**src/rtl/btn_cmd.sv**
```systemverilog
// btn_cmd: three synchronised, debounced pushbuttons feeding a run/direction
// command FSM with an optional run timeout.
module btn_cmd #(
    parameter int unsigned DB_CYCLES = 4,
    parameter logic [15:0] RUN_MAX   = 16'd0
) (
    input  logic clk,
    input  logic rst,
    input  logic btn_up,
    input  logic btn_dn,
    input  logic btn_stop,
    output logic act,
    output logic h_l,
    output logic cmd_err,
    output logic tmo
);

    localparam logic [7:0] DC_LAST = 8'(DB_CYCLES - 1);
    localparam int UP   = 0;
    localparam int DN   = 1;
    localparam int STOP = 2;

    typedef enum logic [1:0] {
        IDLE   = 2'd0,
        RUN_UP = 2'd1,
        RUN_DN = 2'd2
    } state_t;

    logic [2:0]  btn_s;
    logic [2:0]  s1_r;
    logic [2:0]  s2_r;
    logic [2:0]  db_r;
    logic [2:0]  rise_r;
    logic [7:0]  dc_r [3];

    state_t      state_r;
    state_t      state_s;
    logic [15:0] timer_r;
    logic [15:0] timer_s;
    logic        run_cmd_s;
    logic        cmd_err_s;
    logic        tmo_s;
    logic        act_s;
    logic        hl_s;

    assign btn_s = {btn_stop, btn_dn, btn_up};

    // Synchronise, debounce and edge-detect each button; rise fires with the 0->1 db update.
    always_ff @(posedge clk) begin
        if (rst) begin
            s1_r   <= 3'b000;
            s2_r   <= 3'b000;
            db_r   <= 3'b000;
            rise_r <= 3'b000;
            for (int i = 0; i < 3; i++) begin
                dc_r[i] <= 8'd0;
            end
        end else begin
            s1_r <= btn_s;
            s2_r <= s1_r;
            for (int i = 0; i < 3; i++) begin
                rise_r[i] <= 1'b0;
                if (s2_r[i] == db_r[i]) begin
                    dc_r[i] <= 8'd0;
                end else if (dc_r[i] < DC_LAST) begin
                    dc_r[i] <= dc_r[i] + 8'd1;
                end else begin
                    db_r[i]   <= s2_r[i];
                    dc_r[i]   <= 8'd0;
                    rise_r[i] <= s2_r[i];
                end
            end
        end
    end

    // Command arbitration, timeout detection and run-timer update.
    always_comb begin
        state_s   = state_r;
        timer_s   = 16'd0;
        run_cmd_s = 1'b0;
        cmd_err_s = 1'b0;
        tmo_s     = 1'b0;
        if (rise_r[STOP]) begin
            state_s = IDLE;
        end else if (rise_r[UP] && rise_r[DN]) begin
            cmd_err_s = 1'b1;
        end else if (rise_r[UP]) begin
            state_s   = RUN_UP;
            run_cmd_s = 1'b1;
        end else if (rise_r[DN]) begin
            state_s   = RUN_DN;
            run_cmd_s = 1'b1;
        end else if ((state_r != IDLE) && (RUN_MAX != 16'd0) &&
                     (timer_r >= (RUN_MAX - 16'd1))) begin
            // >= rather than == so a rejected conflict on the last count cannot skip the timeout
            state_s = IDLE;
            tmo_s   = 1'b1;
        end else begin
            state_s = state_r;
        end

        if ((state_s == IDLE) || run_cmd_s || (state_r == IDLE)) begin
            timer_s = 16'd0;
        end else begin
            timer_s = timer_r + 16'd1;
        end
    end

    // Output decode from the next state; h_l keeps the last run direction while idle.
    always_comb begin
        act_s = (state_s != IDLE);
        hl_s  = h_l;
        case (state_s)
            RUN_UP:  hl_s = 1'b1;
            RUN_DN:  hl_s = 1'b0;
            default: hl_s = h_l;
        endcase
    end

    // State, timer and registered outputs.
    always_ff @(posedge clk) begin
        if (rst) begin
            state_r <= IDLE;
            timer_r <= 16'd0;
            act     <= 1'b0;
            h_l     <= 1'b1;
            cmd_err <= 1'b0;
            tmo     <= 1'b0;
        end else begin
            state_r <= state_s;
            timer_r <= timer_s;
            act     <= act_s;
            h_l     <= hl_s;
            cmd_err <= cmd_err_s;
            tmo     <= tmo_s;
        end
    end

endmodule
```
**config.mk**
```make
export PLATFORM = sky130hd
export DESIGN_NAME = btn_cmd
export DESIGN_NICKNAME = d
export VERILOG_FILES = /design/src/rtl/btn_cmd.sv
export SDC_FILE = /design/constraint.sdc
export NUM_CORES = 1
export LEC_CHECK = 0
export CORE_MARGIN = 1
export CORE_UTILIZATION = 48
export CTS_BUF_LIST = sky130_fd_sc_hd__clkbuf_4 sky130_fd_sc_hd__clkbuf_8
export DETAILED_ROUTE_END_ITERATION = 6
export GPL_TIMING_DRIVEN = 0
export PLACE_DENSITY = 0.66
export SLEW_MARGIN = 10
export SYNTH_ARGS = -nofsm -noshare
export SYNTH_HDL_FRONTEND = slang
export SYNTH_SLANG_ARGS = --single-unit
```
**constraint.sdc**
```tcl
create_clock -name clk -period 4.1 [get_ports clk]
set_input_delay 1.23 -clock clk [delete_from_list [all_inputs] [get_ports clk]]
set_output_delay 1.23 -clock clk [all_outputs]
set_load 0.03 [all_outputs]
```
==> results of run 1 <==
==> layout by cell type, fill, tap and decap left out, drive strengths merged <==
cell,instances
ha,5
xnor2,3
nor2,5
conb,43
clkinv,2
nand2,3
and3b,3
clkbuf,8
nor3b,1
clkdlybuf4s50,6
buf,1
inv,1
nor2b,7
nand2b,8
mux2i,3
edfxtp,24
or4,3
and3,3
nor3,4
maj3,1
o21ai,1
nor4,3
a21o,1
dfxtp,17
o21bai,1
==> registers in the layout, indices dropped and copies added (netlist names) <==
signal and cells:
rise_r 3, cmd_err 1, db_r 3, state_r 2, h_l 1, s1_r 3, dc_r 24, act 1
s2_r 3
==> final cells by class <==
cell class / instances / area, um^2 / area share, %
well taps: 44 / 55.05 / 2.969
plain buffers: 3 / 15.01 / 0.8097
repair buffers: 6 / 60.06 / 3.239
flip-flops and latches: 41 / 1061 / 57.22
inverters: 1 / 3.754 / 0.2024
clock buffers: 6 / 45.04 / 2.429
multi-input cells: 98 / 604.3 / 32.59
clock inverters: 2 / 10.01 / 0.5398
==> report_power, final <==
part | leakage, nW | switching, mW | internal (mW) | total (mW)
sequential | 0.377 | 0.0110 | 0.459 | 0.470
combinational | 0.332 | 0.0192 | 0.0161 | 0.0353
clock | 0.0354 | 0.122 | 0.0720 | 0.194
==> routing by layer <==
layer | part of all wire [%] | vias up
li1 | - | 428
met1 | 45 | 370
met2 | 49 | 10
met3 | 3.8 | 5
met4 | 1.9 | 0
met5 | 0 | -
==> worst min path at each step <==
stage                                  start                 end  slack (ns)  cells after the start
after CTS                 s1_r[1]$_SDFF_PP0_  s2_r[1]$_SDFF_PP0_        0.46                      1
after global routing      s1_r[2]$_SDFF_PP0_  s2_r[2]$_SDFF_PP0_        0.47                      1
after detailed placement  s1_r[1]$_SDFF_PP0_  s2_r[1]$_SDFF_PP0_        0.43                      1
after global placement    s1_r[2]$_SDFF_PP0_  s2_r[2]$_SDFF_PP0_        0.42                      1
after floorplan           s1_r[0]$_SDFF_PP0_  s2_r[0]$_SDFF_PP0_        0.41                      1
final                     s1_r[1]$_SDFF_PP0_  s2_r[1]$_SDFF_PP0_        0.45                      1
==> cell usage after synthesis <==
master    number
edfxtp_1      24
dfxtp_1       17
nand2b_1       8
nor2b_1        7
ha_1           5
nor2_1         5
nor3_1         4
and3_1         3
and3b_1        3
mux2i_1        3
nand2_1        3
nor4_4         3
or4_4          3
xnor2_1        3
clkbuf_1       2
conb_1         2
a21o_1         1
buf_4          1
inv_1          1
maj3_1         1
nor3b_1        1
o21ai_0        1
o21bai_1       1
==> cells by family after synthesis <==
logic type | after synthesis | share of synthesized area, %
other | 2 | 0.4908
adders and majority gates | 6 | 4.742
buffers and inverters | 4 | 1.227
xor gates and xnor gates | 3 | 1.717
and+or+nand+nor | 40 | 19.22
muxes | 3 | 1.962
DFF | 41 | 69.34
AOI/OAI and AO/OA | 3 | 1.308
==> metrics by stage <==
step                      setup WS (ns)  instance area [um^2]  hold WS (ns)  util [%]  std cells
after detailed placement          1.894                  1799        0.4280     59.42        193
after global placement            1.894                  1799        0.4224     59.42        193
after CTS                         1.490                  1854        0.4555     61.24        201
after global routing              1.430                  1854        0.4707     61.24        201
final                             1.514                  1854        0.4483     61.24        201
after floorplan                   2.175                  1684        0.4138         -        143
==> summary.md, run 1 <==
| Metric | Value |
|---|---|
| PwrDens | 377.1 nW/um^2 |
| First-pass GRT wire length | 3125 um |
| Final hold viol count | 0 |
| DRC violations left | 0 |
| Clk sinks | 41 |
| Yosys warnings | 0 |
| Leakage | 0.7450 nW |
| CP Launch Type | register |
| Routing usage on met3 | 7.253% |
| Worst Hold Class | register to register |
| Initial Utilization | 50.54% |
| DP Wirelength | 1332 um |
| Reg2reg end | dc_r[1][0]$_SDFFCE_PP0P_ |
| Root buffer cell | clkbuf_4 |
| Antenna violations before repair | 0 |
| Syn Area/Cell | 15.00 um^2 |
| Filler cells | 263 |
| CTS max path bufs | 2 |
| Vias in the first global route | 797 |
| Slowest library cell on the worst path | clkdlybuf4s50_1 |
| RSZ-0062 raised after global routing | no |
| M1 GR Usage | 13.18% |
| Wire length per cell | 9.189 um |
| Critical path, cell by cell | clkdlybuf4s50_1 |
| Iter 0 DRT Violations | 28 |
| Synth unique cells | 23 |
| Critical Path Stages | 1 |
| Area contributors post-synth | edfxtp_1, dfxtp_1, nor4_4, ha_1, nand2b_1 |
| Post-Syn Area | 1530 um^2 |
| Pins over their slew limit | 0 |
| Remaining antenna violation count | 0 |
| Crit path max-delay family | buffers and inverters |
| CP Max Fanout | 2 |
| Total Routed Length | 1847 um |
| VDD IR max | 0.0002305 V |
| Met2 Usage GRT | 21.67% |
| Fmax | 0.3866 GHz |
| Core Region | 3028 um^2 |
| Gr ovfl total | 0 |
| Setup CP Type | register to output port |
| Cts repair resizes | 0 |
| Antenna diodes | 0 |
| All-Layer GR Usage | 13.12% |
| CTS Buf Count | 5 |
| Syn Inst Count | 102 |
| Total negative slack | 0 ns |
| Most Crowded Layer GR | met2 |
| GP Congestion | 0.6650 |
| Hold Buf Count CTS | 0 |
| Die area | 3418 um^2 |
| Tot Pwr | 0.6993 mW |
| Clk pin slew, worst setup/hold paths | 0.11 ns |
| Max-cap violations | 0 |
| CP Launch Point | h_l$_SDFFE_PP1P_ |
| Layout cells sized above 1 | 9.554% |
| Vias/cell | 4.045 |
| Layout area overhead | 21.18% |
| I/O Buffers | 6 |
| Critical Path End Type | output port |
| Vias | 813 |
| Outcome | finished, final reports clean |
| Worst-Skew Late Latency | 0.34 ns |
| Register-to-Register Path Depth | 4 |
| Final setup violation count | 0 |
| Crit path to | h_l |
| Crit share post-route | 63.08% |
| Crit Reg-Reg Startpoint | dc_r[1][0]$_SDFFCE_PP0P_ |
| Crit path required time | 2.87 ns |
| Die width | 58.46 um |
| Sequential-to-total area share from yosys stat | 69.34% |
| Number of core rows | 20 |
| Seq cells post-synth | 41 |
| R2r setup slk | 2.37 ns |
| Largest net degree at the start of global routing | 13 |
| CTS tree | done |
| Die H | 58.46 um |
| DRT Pass-1 Iters | 3 |
| Io pins | 9 |
| Critical path buffers and inverters | 1 |
| H-tree Lvls | 2 |
| Final #Nets | 166 |
| Post-synth top area cell | edfxtp_1 |
| Minimum clock period | 2.586 ns |
| Crit path DAT | 1.36 ns |
| Clk_skew | 0.005360 ns |
| Number of buffers added for setup after CTS | 0 |
| Worst stage delay on the critical path | 0.67 ns |
| Share of the synthesized area in the top cell type | 47.10% |
(Power assumes the default switching activity.)
==> run 2: changes to the inputs <==
PLACE_DENSITY = 0.69   (was 0.66)
clock period = 2.1 ns   (was 4.1 ns; I/O delays follow)
==> run 2 against run 1 <==
First-iteration DRC count shrank 71%. Sequential share of layout area decreased by 0.35 points. Sequential cell count stayed put.
==> summary.md, run 2 (synthesized netlist as in run 1, its figures left out) <==
| Metric | Value |
|---|---|
| Outcome | finished, final reports clean (unchanged) |
| Number of buffers added for setup after CTS | 0 (unchanged) |
| Io pins | 9 (unchanged) |
| Die width | 58.46 um (unchanged) |
| Crit path required time | 1.47 ns (was 2.87 ns) |
| I/O Buffers | 6 (unchanged) |
| Critical Path Stages | 1 (unchanged) |
| Iter 0 DRT Violations | 8 (was 28) |
| PwrDens | 756.1 nW/um^2 (was 377.1 nW/um^2) |
| DP Wirelength | 1457 um (was 1332 um) |
| Slowest library cell on the worst path | clkdlybuf4s50_1 (unchanged) |
| DRC violations left | 0 (unchanged) |
| Number of core rows | 20 (unchanged) |
| Max reg flops | 24 (unchanged) |
| CTS Buf Count | 5 (unchanged) |
| Antenna diodes | 0 (unchanged) |
| Vias | 822 (was 813) |
| CTS tree | done (unchanged) |
| Clk pin slew, worst setup/hold paths | 0.11 ns (about the same) |
| Core Region | 3028 um^2 (unchanged) |
| Initial Utilization | 50.54% (unchanged) |
| Critical path buffers and inverters | 1 (unchanged) |
| CTS max path bufs | 2 (unchanged) |
| Minimum clock period | 1.979 ns |
| CP Max Fanout | 2 (unchanged) |
| DRT Pass-1 Iters | 4 (was 3) |
| Total Routed Length | 1934 um (was 1847 um) |
| Crit path to | h_l (unchanged) |
| Most Crowded Layer GR | met2 (unchanged) |
| GP Congestion | 0.6954 (was 0.6650) |
| Multi-input gate area | 604.3 um^2 (unchanged) |
| Fmax | 0.5054 GHz |
| Final #Nets | 166 (unchanged) |
| First-pass GRT wire length | 3160 um (was 3125 um) |
| M1 GR Usage | 13.03% (was 13.18%) |
| Gr ovfl total | 0 (unchanged) |
| Placed insts | 193 (unchanged) |
| Register area | 1061 um^2 (unchanged) |
| Placed cell area | 1799 um^2 (unchanged) |
| Total negative slack | 0 ns (unchanged) |
| Fin cells | 201 (unchanged) |
| Vias in the first global route | 829 (was 797) |
| Routing usage on met3 | 4.615% (was 7.253%) |
| Final hold viol count | 0 (unchanged) |
| Die H | 58.46 um (unchanged) |
| CP Launch Type | register (unchanged) |
| Largest net degree at the start of global routing | 13 (unchanged) |
| Layout area overhead | 21.91% (was 21.18%) |
| All-Layer GR Usage | 13.45% (was 13.12%) |
| Leakage | 0.7490 nW (was 0.7450 nW) |
| Worst Hold Class | register to register (unchanged) |
| Filler cells | 247 (was 263) |
| Clk sinks | 41 (unchanged) |
| Most frequent cells in the layout | conb_1, edfxtp_1, dfxtp_1 (unchanged) |
| Clk_skew | 0.01038 ns (was 0.005360 ns) |
| Critical path, cell by cell | clkdlybuf4s50_1 (unchanged) |
| Worst-Skew Late Latency | 0.34 ns (about the same) |
| H-tree Lvls | 2 (unchanged) |
| CP Launch Point | h_l$_SDFFE_PP1P_ (unchanged) |
| Hold Buf Count CTS | 0 (unchanged) |
| Remaining antenna violation count | 0 (unchanged) |
| Die area | 3418 um^2 (unchanged) |
| Root buffer cell | clkbuf_4 (unchanged) |
| Max-cap violations | 0 (unchanged) |
| VDD IR max | 0.0005402 V (was 0.0002305 V) |
| RSZ-0062 raised after global routing | no (unchanged) |
| Pins over their slew limit | 0 (unchanged) |
| Crit path DAT | 1.35 ns (was 1.36 ns) |
| Final setup violation count | 0 (unchanged) |
| Setup CP Type | register to output port (unchanged) |
| Layout cells sized above 1 | 9.554% (unchanged) |
| Crit share post-route | 94.22% |
| Crit Reg-Reg Startpoint | dc_r[1][0]$_SDFFCE_PP0P_ (unchanged) |
| Reg2reg end | dc_r[1][0]$_SDFFCE_PP0P_ (unchanged) |
| Worst stage delay on the critical path | 0.67 ns (about the same) |
| Antenna violations before repair | 0 (unchanged) |
| Most common cell after layout, fill and taps aside | conb_1 (unchanged) |
| R2r setup slk | 0.36 ns (was 2.37 ns) |
| Register-to-Register Path Depth | 4 (unchanged) |
| Cts repair resizes | 0 (unchanged) |
| Crit path max-delay family | buffers and inverters (unchanged) |
| Critical Path End Type | output port (unchanged) |
| Final Cell Area | 1866 um^2 (was 1854 um^2) |
| Met2 Usage GRT | 23.48% (was 21.67%) |
| Wire length per cell | 9.622 um (was 9.189 um) |
| Vias/cell | 4.090 (was 4.045) |
| Largest reg by FF count | dc_r (unchanged) |
-- run 2: changes by cell type in the layout (fill, tap and decap cells not counted) --
cell	before	now
clkbuf_8	0	1
clkinv_2	2	0
clkbuf_4	6	7
-- run 2: worst min path at each step --
stage | startpoint | to | slack, ns | depth (start not counted)
6_report | s1_r[2]$_SDFF_PP0_ | s2_r[2]$_SDFF_PP0_ | 0.45 | 1
5_1_grt | s1_r[0]$_SDFF_PP0_ | s2_r[0]$_SDFF_PP0_ | 0.47 | 1
4_1_cts | s1_r[0]$_SDFF_PP0_ | s2_r[0]$_SDFF_PP0_ | 0.45 | 1
3_5_place_dp | s1_r[2]$_SDFF_PP0_ | s2_r[2]$_SDFF_PP0_ | 0.44 | 1
3_3_place_gp | s1_r[1]$_SDFF_PP0_ | s2_r[1]$_SDFF_PP0_ | 0.43 | 1
2_1_floorplan | s1_r[0]$_SDFF_PP0_ | s2_r[0]$_SDFF_PP0_ | 0.41 | 1
-- run 2: report_power, final --
part           switching (mW)  internal (mW)
Combinational          0.0388         0.0317
Sequential             0.0214          0.897
Clock                   0.231          0.191
-- run 2: cell type report --
cell class | instances | area share, %
repair buffers | 6 | 3.219
plain buffers | 3 | 0.8048
flip-flops and latches | 41 | 56.87
multi-input cells | 98 | 32.39
well taps | 44 | 2.951
clock buffers | 8 | 3.555
inverters | 1 | 0.2012
-- run 2: metrics by stage --
stage          setup slack (ns)  power (mW)  hold slack (ns)  util [%]
2_1_floorplan            0.4953      0.9844           0.4138         -
3_3_place_gp             0.4114      0.9999           0.4260     59.42
3_5_place_dp             0.3838       1.006           0.4364     59.42
4_1_cts                  0.1036       1.426           0.4526     61.61
5_1_grt                 0.08644       1.465           0.4731     61.61
6_report                 0.1214       1.411           0.4546     61.61
-- run 2: metal layers --
layer	share of wire (%)	wire length, um
met5	0	0
met4	1.6	30
met3	4.2	81
met2	54	1036
met1	41	786
==> run 3: changes to the inputs <==
clock period = 1.8 ns   (was 2.1 ns; I/O delays follow)
==> run 3 against run 2 <==
Register-to-register slack worse by 0.24 ns. Final area is essentially flat. Die area unchanged. Worst hold slack about the same.
==> summary.md, run 3 (synthesized netlist as in run 1, its figures left out) <==
| Metric | Value |
|---|---|
| Final setup violation count | 0 (unchanged) |
| Routing usage on met3 | 4.615% (unchanged) |
| Placed insts | 193 (unchanged) |
| CTS Buf Count | 5 (unchanged) |
| Initial Utilization | 50.54% (unchanged) |
| Worst-Skew Late Latency | 0.34 ns (about the same) |
| Combinational power share | 5.0% (about the same) |
| Antenna diodes | 0 (unchanged) |
| Met2 Usage GRT | 23.48% (unchanged) |
| Worst Hold Class | register to register (unchanged) |
| VDD IR max | 0.0006302 V (was 0.0005402 V) |
| CP Max Fanout | 4 (was 2) |
| Iter 0 DRT Violations | 8 (unchanged) |
| Pins over their slew limit | 0 (unchanged) |
| DP Wirelength | 1457 um (unchanged) |
| GP Congestion | 0.6954 (unchanged) |
| All-Layer GR Usage | 13.50% (was 13.45%) |
| Tot Pwr | 1.645 mW (was 1.411 mW) |
| DRC violations left | 0 (unchanged) |
| Critical Path End Type | register (was output port) |
| I/O Buffers | 6 (unchanged) |
| R2r setup slk | 0.12 ns (was 0.36 ns) |
| Max-cap violations | 0 (unchanged) |
| Clk_skew | 0.009673 ns (was 0.01038 ns) |
| RSZ-0062 raised after global routing | no (unchanged) |
| Antenna violations before repair | 0 (unchanged) |
| Core Region | 3028 um^2 (unchanged) |
| Vias in the first global route | 831 (was 829) |
| Hold_ws | 0.4546 ns (about the same) |
| Final hold viol count | 0 (unchanged) |
| Gr ovfl total | 0 (unchanged) |
| First-pass GRT wire length | 3174 um (was 3160 um) |
| M1 GR Usage | 13.18% (was 13.03%) |
| Reg2reg end | dc_r[1][1]$_SDFFCE_PP0P_ (was dc_r[1][0]$_SDFFCE_PP0P_) |
| Worst Hold Path EP | s2_r[2]$_SDFF_PP0_ (unchanged) |
| Largest reg by FF count | dc_r (unchanged) |
| Total Routed Length | 1948 um (was 1934 um) |
| Die area | 3418 um^2 (unchanged) |
| Wire length per cell | 9.692 um (was 9.622 um) |
| CP Launch Type | register (unchanged) |
| Crit Reg-Reg Startpoint | dc_r[1][0]$_SDFFCE_PP0P_ (unchanged) |
| Crit path required time | 2.02 ns (was 1.47 ns) |
| Vias | 823 (was 822) |
| Total negative slack | 0 ns (unchanged) |
| Io pins | 9 (unchanged) |
| Fin cells | 201 (unchanged) |
| Vias/cell | 4.095 (was 4.090) |
| Final #Nets | 166 (unchanged) |
| Register-to-Register Path Depth | 4 (unchanged) |
| Sw Pwr | 0.3399 mW (was 0.2909 mW) |
| Most Crowded Layer GR | met2 (unchanged) |
| Setup CP Type | register to register (was register to output port) |
| Clock share of power | 29.9% (about the same) |
| Most frequent cells in the layout | conb_1, edfxtp_1, dfxtp_1 (unchanged) |
| CP Launch Point | dc_r[1][0]$_SDFFCE_PP0P_ (was h_l$_SDFFE_PP1P_) |
| CTS max path bufs | 2 (unchanged) |
| Hold Crit Start | s1_r[2]$_SDFF_PP0_ (unchanged) |
| Crit path DAT | 1.89 ns (was 1.35 ns) |
| Max reg flops | 24 (unchanged) |
| DRT Pass-1 Iters | 4 (unchanged) |
| Layout area overhead | 21.83% (was 21.91%) |
| Leakage | 0.7536 nW (was 0.7490 nW) |
| Number of core rows | 20 (unchanged) |
| Internal power | 1.305 mW (was 1.120 mW) |
| Hold depth | 1 (unchanged) |
| Crit share post-route | 93.09% |
| Outcome | finished, final reports clean (unchanged) |
| Die width | 58.46 um (unchanged) |
| Minimum clock period | 1.676 ns |
| PwrDens | 882.5 nW/um^2 (was 756.1 nW/um^2) |
| Clk sinks | 41 (unchanged) |
| Most common cell after layout, fill and taps aside | conb_1 (unchanged) |
| Fmax | 0.5968 GHz |
| Die H | 58.46 um (unchanged) |
| Layout cells sized above 1 | 10.19% (was 9.554%) |
| CTS tree | done (unchanged) |
| H-tree Lvls | 2 (unchanged) |
| Sw Share | 20.66% (was 20.62%) |
| Root buffer cell | clkbuf_4 (unchanged) |
| Largest net degree at the start of global routing | 13 (unchanged) |
| Clk pin slew, worst setup/hold paths | 0.11 ns (about the same) |
| Flop pwr share | 65.1% (about the same) |
| Filler cells | 250 (was 247) |
| Remaining antenna violation count | 0 (unchanged) |
## run 3: cell count changes in the layout (fill, tap and decap cells not counted), sizes merged
cell	before	now
dlygate4sd2	0	3
clkdlybuf4s50	6	3
## run 3: how the worst max path moves through the flow
stage / to / slack, ns / cells past startpoint
after detailed placement: dc_r[1][1]$_SDFFCE_PP0P_ / 0.08 / 4
after floorplan: dc_r[1][0]$_SDFFCE_PP0P_ / 0.20 / 4
after CTS: dc_r[1][0]$_SDFFCE_PP0P_ / 0.04 / 4
final: dc_r[1][1]$_SDFFCE_PP0P_ / 0.12 / 4
after global placement: dc_r[1][1]$_SDFFCE_PP0P_ / 0.11 / 4
after global routing: dc_r[1][0]$_SDFFCE_PP0P_ / 0.04 / 4
## run 3: cell type report
type	count	area, um^2	share of cell area [%]
Tap cell	44	55.05	2.953
Inverter	1	3.754	0.2013
Buffer	3	15.01	0.8054
Multi-Input combinational cell	98	606.8	32.55
Sequential cell	41	1061	56.91
Timing Repair Buffer	6	56.30	3.020
Clock buffer	8	66.31	3.557
## run 3: power by group through the flow
stage	clock [mW]	combinational [mW]	sequential, mW
2_1_floorplan	0	0.0570	1.09
3_3_place_gp	0	0.0759	1.09
3_5_place_dp	0	0.0798	1.09
4_1_cts	0.511	0.0789	1.07
5_1_grt	0.540	0.0923	1.08
6_report	0.492	0.0815	1.07
## run 3: worst max-delay path: stages, from the launching register on
cell and delay [ns]:
edfxtp_1 0.41, ha_2 0.18, or4_4 0.43, nor4_4 0.33, and3_1 0.21
## run 3: routing by layer
layer / share of wire (%) / routed length (um)
met1: 41 / 789
met2: 54 / 1046
met3: 4.2 / 81
met4: 1.5 / 30
met5: 0 / 0
## run 3: stage by stage
step	util, %	worst slack, ns	instance area (um^2)
finish	61.57	0.1243	1864
global route	61.57	0.03860	1864
CTS	61.49	0.04022	1862
detailed placement	59.42	0.08378	1799
global placement	59.42	0.1114	1799
floorplan	-	0.1953	1684
## run 3: what timing repair did
action	4_1_cts	5_1_grt
resized for setup	3	1
endpoints found under the hold margin	0	0
hold buffers	0	0
pin swaps	0	4
setup endpoints to repair	3	2
cloned	0	0
setup buffers	0	0
